File: config.mk
export PLATFORM = sky130hd
export DESIGN_NAME = game_score_counter
export DESIGN_NICKNAME = d
export VERILOG_FILES = /design/src/rtl/game_score_counter.sv
export SDC_FILE = /design/constraint.sdc
export NUM_CORES = 1
export LEC_CHECK = 0
export ABC_CLOCK_PERIOD_IN_PS = 11800
export BUFFER_PORTS_ARGS = -buffer_cell sky130_fd_sc_hd__buf_2
export CAP_MARGIN = 25
export CORE_MARGIN = 1.5
export CORE_UTILIZATION = 50
export CTS_CLUSTER_SIZE = 8
export DETAILED_ROUTE_END_ITERATION = 6
export GPL_ROUTABILITY_DRIVEN = 0
export PLACE_DENSITY = 0.79
export SYNTH_ARGS = -nofsm -noshare
export SYNTH_HDL_FRONTEND = slang
export SYNTH_SLANG_ARGS = --single-unit
File: constraint.sdc
create_clock -name clk -period 11.8 [get_ports clk]
set_clock_uncertainty 0.15 [all_clocks]
set_input_delay 1.18 -clock clk [delete_from_list [all_inputs] [get_ports clk]]
set_output_delay 1.18 -clock clk [all_outputs]
set_load 0.01 [all_outputs]
File: src/rtl/game_score_counter.sv
// rtl/game_score_counter.sv - three-digit BCD score counter with saturation, milestone and error pulses
module game_score_counter #(
   parameter logic [3:0] START_L = 4'h0,
   parameter logic [3:0] START_M = 4'h0,
   parameter logic [3:0] START_H = 4'h0
) (
   input  logic       clk,
   input  logic       resetN,
   input  logic       loadN,
   input  logic       enable1,
   input  logic       enable2,
   input  logic       add_valid,
   input  logic [3:0] add_points,
   output logic       add_ready,
   output logic [3:0] countL,
   output logic [3:0] countM,
   output logic [3:0] countH,
   output logic       sat,
   output logic       milestone,
   output logic       err
);

   logic [3:0] l_q, l_d;
   logic [3:0] m_q, m_d;
   logic [3:0] h_q, h_d;
   logic       sat_q, sat_d;
   logic       ms_q, ms_d;
   logic       err_q, err_d;

   logic       accept;
   logic       legal;
   logic [4:0] sum_l;
   logic [4:0] sub_l;
   logic       carry_l;
   logic [3:0] next_l;
   logic [3:0] inc_m;
   logic       carry_m;
   logic [3:0] next_m;
   logic [3:0] inc_h;
   logic       overflow;

   // Handshake: a request is only taken while counting is enabled, not saturated and not loading
   always_comb begin
      add_ready = enable1 & enable2 & ~sat_q & loadN;
      accept    = add_valid & add_ready;
      legal     = (add_points != 4'd0) && (add_points <= 4'd9);
   end

   // BCD ripple: units absorb the points, a single carry ripples through tens into hundreds
   always_comb begin
      sum_l    = {1'b0, l_q} + {1'b0, add_points};
      sub_l    = sum_l - 5'd10;
      carry_l  = (sum_l > 5'd9);
      next_l   = carry_l ? sub_l[3:0] : sum_l[3:0];
      inc_m    = m_q + {3'b000, carry_l};
      carry_m  = (inc_m == 4'd10);
      next_m   = carry_m ? 4'd0 : inc_m;
      inc_h    = h_q + {3'b000, carry_m};
      overflow = (inc_h == 4'd10);
   end

   // Next-state selection: load beats a request; pulses default low every cycle
   always_comb begin
      l_d   = l_q;
      m_d   = m_q;
      h_d   = h_q;
      sat_d = sat_q;
      ms_d  = 1'b0;
      err_d = 1'b0;
      if (!loadN) begin
         l_d   = START_L;
         m_d   = START_M;
         h_d   = START_H;
         sat_d = 1'b0;
      end else if (accept) begin
         if (!legal) begin
            err_d = 1'b1;
         end else if (overflow) begin
            l_d   = 4'd9;
            m_d   = 4'd9;
            h_d   = 4'd9;
            sat_d = 1'b1;
         end else begin
            l_d  = next_l;
            m_d  = next_m;
            h_d  = inc_h;
            ms_d = carry_m;
         end
      end
   end

   // State registers with synchronous active-high reset that ignores the START digits
   always_ff @(posedge clk) begin
      if (resetN) begin
         l_q   <= 4'd0;
         m_q   <= 4'd0;
         h_q   <= 4'd0;
         sat_q <= 1'b0;
         ms_q  <= 1'b0;
         err_q <= 1'b0;
      end else begin
         l_q   <= l_d;
         m_q   <= m_d;
         h_q   <= h_d;
         sat_q <= sat_d;
         ms_q  <= ms_d;
         err_q <= err_d;
      end
   end

   assign countL    = l_q;
   assign countM    = m_q;
   assign countH    = h_q;
   assign sat       = sat_q;
   assign milestone = ms_q;
   assign err       = err_q;

endmodule

Yosys cells after proc, flatten, opt, wreduce, memory -nomap -nowiden

Cells that the tools add are included.
W data, S select, Z words.

Output and inout bits: 16
Word-level logic and storage cells: 35
Memories kept: 0
Latch bits: 0
Register bits: 15
Bits in read-only memories: 0
RAM bits: 0
Bits of input ports: 10

Shift-type cells: 0
Mux-type cells: 6
Order comparisons: 2
Bitwise operators: 8
Reduce and logical (&&, ||, !) cells: 7
Add/subtract/negate cells: 4
Eq/ne operators: 2
Multiply operators: 0
Div/mod/pow operators: 0

Operators by type and width:

| operator              | number |
|---|---|
| $mux W4               | 5 |
| $add A4 B1 Y4         | 2 |
| $eq A4 B4 Y1 const B  | 2 |
| $add A4 B4 Y5         | 1 |
| $gt A5 B4 Y1 const B  | 1 |
| $reduce_or A5 Y1      | 1 |
| $and A1 B1 Y1         | 4 |
| $le A4 B4 Y1 const B  | 1 |
| $not A1 Y1            | 4 |
| $reduce_bool A4 Y1    | 1 |
| $sub A4 B4 Y4 const B | 1 |
| $reduce_and A3 Y1     | 1 |
| $reduce_or A3 Y1      | 1 |
| $reduce_and A2 Y1     | 1 |
| $reduce_or A2 Y1      | 1 |
| $logic_and A1 B1 Y1   | 1 |
| $mux W1               | 1 |

Longest topological paths before layout

Depth after elaboration: 7
Depth in mapped cells: 21

Worst setup path before layout

Ideal clock, no wire load.

Path type: input to register
Start: in add_points[0]
End: reg h_q[0], in the netlist countH[0]
Data required time: 11.590 ns
Arrival time: 4.940 ns
Path buffers: 0
Setup slack: 6.649 ns
Stages on the path: 21
Cells stage by stage: ha_1 > inv_1 > fa_1 > xor2_2 > ha_1 > nor2b_1 > a31o_2 > o311ai_4 > ha_1 > ha_1 > xor2_1 > nor3b_1 > nand2b_1 > inv_1 > ha_1 > ha_1 > xor2_1 > nor3b_1 > nand2_1 > nand2_8 > o221a_1

Word-level cells in the longest chain between the ends: 7
Elaborated cells between the ends (all ways): 11
Classes of those cells: add/sub: 3; order compare: 2; eq/ne: 2; mux: 1; reduce/logical: 3

RTL lines:

| element              | RTL line | text |
|---|---|---|
| from (decl)          | 13       | `input logic [3:0] add_points,` |
| $add A4 B4 Y5 (*)    | 51       | `sum_l = {1'b0, l_q} + {1'b0, add_points};` |
| $gt A5 B4 Y1 (*)     | 53       | `carry_l = (sum_l > 5'd9);` |
| $add A4 B1 Y4 (*)    | 55       | `inc_m = m_q + {3'b000, carry_l};` |
| $eq A4 B4 Y1 (*)     | 56       | `carry_m = (inc_m == 4'd10);` |
| net carry_m          | 37       | `logic carry_m;` |
| $add A4 B1 Y4 (*)    | 58       | `inc_h = h_q + {3'b000, carry_m};` |
| $eq A4 B4 Y1         | 59       | `overflow = (inc_h == 4'd10);` |
| $mux W4 (*)          | 78       | `end else if (overflow) begin` |
| to (signal assigned) | 97       | `h_q <= 4'd0;` |
| to (signal assigned) | 104      | `h_q <= h_d;` |
| to (decl)            | 25       | `logic [3:0] h_q, h_d;` |

The timed path passes the listed nets; every way through them passes the cells marked *.
A chain may end at the register's enable or synchronous reset.

Worst setup path after layout

Start: in add_points[0]
End: reg m_q[1], in the netlist countM[1]

Word-level cells in the longest chain between the ends: 7
Elaborated cells between the ends (all ways): 12
Classes of those cells: add/sub: 3; order compare: 2; eq/ne: 2; mux: 2; reduce/logical: 3

RTL lines:

| element              | RTL line | text |
|---|---|---|
| $add A4 B4 Y5 (*)    | 51       |  |
| $gt A5 B4 Y1 (*)     | 53       |  |
| $add A4 B1 Y4 (*)    | 55       |  |
| $eq A4 B4 Y1 (*)     | 56       |  |
| net carry_m          | 37       |  |
| $add A4 B1 Y4        | 58       |  |
| $eq A4 B4 Y1         | 59       |  |
| $mux W4 (*)          | 78       |  |
| to (signal assigned) | 103      | `m_q <= m_d;` |
| to (decl)            | 24       | `logic [3:0] m_q, m_d;` |

Marked as above.

==> reports/metrics.cfg <==
[worst_setup_path]
end_kind = register
cp_slowest_cell = fa_1
r2r_end = countM[1]
crit_type = in -> reg
cp.arrival_ns = 5.37
critPathRequiredTime_ns = 11.82
cp_common_cell = ha_1
path_cells = buf_2, ha_1, inv_1, fa_1, xor2_2, ha_1, nor2b_1, a31o_2, o311ai_4, ha_1, ha_1, xor2_1, nor3b_1, nand2b_1, inv_1, ha_1, ha_1, xor2_1, nor3b_1, a21oi_2, a32oi_1, nor2_1
worstPathMaxFanout = 8
r2r_slack_ns = 7.06
path_depth = 22
reg2reg_from = countL[0]
worst_path_largest_cell_delay_ns = 0.42
cp-start-kind = input port
cp_top_family = adder cells
path_buf_inv = 3
r2r_cells = 21

[route]
wl_per_cell_um = 12.7
routed.top_layer = met4
routed_wl_mm = 1.94
dr_wl_met2_um = 867
dr_wl_met3_um = 150
vias_per_cell = 5.58
drt_iter0_drc = 24
wl_met1_um = 916
vias = 854
ant_nets = 0
dr.pass1.iters = 4
drt_drc_violations_left = 0

[synth]
yosys-top-cells-area = dfxtp_1 30%, ha_1 11%, a21oi_1 3.5%, xor2_1 3.5%, o221a_1 3.4%
synth-seq-cells = 15
yosysWarnings = 0
netlist.area_leader.share_pct = 29.9
ys.flop_type = dfxtp_1
synth_edf_count = 0
syn_nets = 120
synth.distinct_cells = 43
ys_seq_area_share_pct = 29.9
synthesis.area_mm2 = 0.00100
avgSynthCellArea_um2 = 10.0
synthCells = 100
synth_top_area_cell = dfxtp_1
async_flop_share_pct = 0

[sta]
slew_headroom_pct = 66.0
period_minus_slack_ns = 5.35
post-route-period-util_pct = 45.4
max_freq_ghz = 0.187
slew_violations = 0
setup_viol = 0
grt_setup_unrepaired = no
hold_viol = 0
setup_tns_ns = 0
tightest_slew_ns = 0.509
fin_ws_ns = 6.45

[clocking]
cts_setup_buffers = 0
clock_path_buffers = 2
cts_tree = done
clk_pin_slew_worst_paths_ns = 0.10
post_cts_resized = 0
clock_tree.root_cell = clkbuf_4
clock_sinks = 15
cts_buffers = 3
clk_latency_ns = 0.29
cts_hold_buffers = 0
h-tree-depth = 1

[pwr]
leakage_nw = 0.556
power_density_mw_per_mm2 = 81.1
vdd_ir_drop_max_mv = 0.0744

[floorplanning]
initial_core_util_pct = 52.2
io_pins = 26
core_area_mm2 = 0.00192
die_area_mm2 = 0.00228
rows = 16
fp.dieW_um = 47.8
fp.dieH_um = 47.8

[global_route]
antenna_found_initial = 0
grt_pass1_wl_mm = 3.15
grt-ovfl-total = 0
grt_use_total_pct = 19.9
grt_pass1_vias = 718
grt_max_degree = 11

[place]
hpwl_mm = 1.51
portBuffers = 25
dpl-instance-area_mm2 = 0.00114
placed_cells = 149
dp_slack_ns = 6.17

[layout]
area_delta_synth_final_pct = 16.7
ff_latch_area_um2 = 300
instances_no_fill = 153
stdcell_area_mm2 = 0.00117
final_cell_mix = 25 x buf_2, 15 x dfxtp_1, 9 x ha_1
multi_input_area_um2 = 662
drive_gt1_share_pct = 35.7
final_core_util_pct = 60.9
layout_commonest_cell = buf_2
n_antenna_cell = 0
fillCellCount = 176
nets = 147

[run_status]
status = complete, no violations

[hold_path]
hold_depth = 2
hold_path.startpoint = sat
hold_class = reg -> reg
whs_endpoint = sat

[flow_run]
maxCapViolCount = 0

-- worst register-to-register path, delay by kind of cell (launching register included) --
kind                     cells  cell delay [ns]
flip-flops                   1             0.36
AND/OR/NAND/NOR              5             0.94
buffers and inverters        2             0.13
XOR/XNOR                     3             0.37
adder cells (fa/ha/maj)      7             1.68
AO/OA/AOI/OAI                4             0.97
-- worst max-delay path by stage --
stage / startpoint / end
floorplan: add_points[0] / countH[0]
CTS: add_points[0] / countM[1]
detailed placement: add_points[0] / countM[2]
global placement: add_points[0] / countM[1]
global route: add_points[0] / countM[2]
finish: add_points[0] / countM[1]
-- logic make-up after synthesis --
kind of cell | Yosys count | synth area share [%]
AOI/OAI and AO/OA | 26 | 22.7
adders and majority gates | 10 | 13.2
DFF | 15 | 29.9
xor gates and xnor gates | 6 | 5.99
and+or+nand+nor | 32 | 21.6
buffers and inverters | 9 | 4.11
muxes | 2 | 2.49
-- sequential cells by signal (all words and copies together), names as in the netlist --
signal,flops
milestone,1
countH,4
countM,4
err,1
sat,1
countL,4
-- synth_stat cells (2+ instances only) --
| master | n |
|---|---|
| nor2_1 | 5 |
| inv_1 | 6 |
| and3_1 | 2 |
| nand3_1 | 4 |
| nor2b_1 | 3 |
| nor3b_1 | 2 |
| o221a_1 | 3 |
| a21oi_1 | 7 |
| dfxtp_1 | 15 |
| buf_1 | 2 |
| nand2b_1 | 3 |
| xor2_1 | 4 |
| o21ai_0 | 3 |
| nand2_1 | 3 |
| a31o_2 | 2 |
| ha_1 | 9 |
-- metrics by stage --
step           hold WS (ns)  power, mW
3_5_place_dp          0.330     0.0656
5_1_grt               0.406     0.0998
4_1_cts               0.353     0.0964
6_report              0.354     0.0949
3_3_place_gp          0.322     0.0653
2_1_floorplan         0.367     0.0619
-- routing by layer --
| metal | global-route usage (%) | up-vias |
|---|---|---|
| li1 | - | 426 |
| met1 | 27.4 | 390 |
| met2 | 31.7 | 36 |
| met3 | 5.66 | 2 |
| met4 | 3.24 | 0 |
| met5 | 0 | - |
-- report_power, final --
| part | internal [mW] | leakage [nW] | switching (mW) | total (mW) |
|---|---|---|---|---|
| combinational | 0.00612 | 0.418 | 0.00730 | 0.0134 |
| clock | 0.0126 | 0.0177 | 0.0179 | 0.0305 |
| sequential | 0.0508 | 0.121 | 0.000187 | 0.0510 |
-- area by class of cell --
| type | instances | share of cell area, % |
|---|---|---|
| Inverter | 6 | 1.92 |
| Clock inverter | 1 | 0.427 |
| Sequential cell | 15 | 25.6 |
| Timing Repair Buffer | 25 | 10.7 |
| Multi-Input combinational cell | 76 | 56.5 |
| Clock buffer | 3 | 1.92 |
| Tap cell | 27 | 2.88 |
Note: power is estimated with default switching activity, not from simulation.
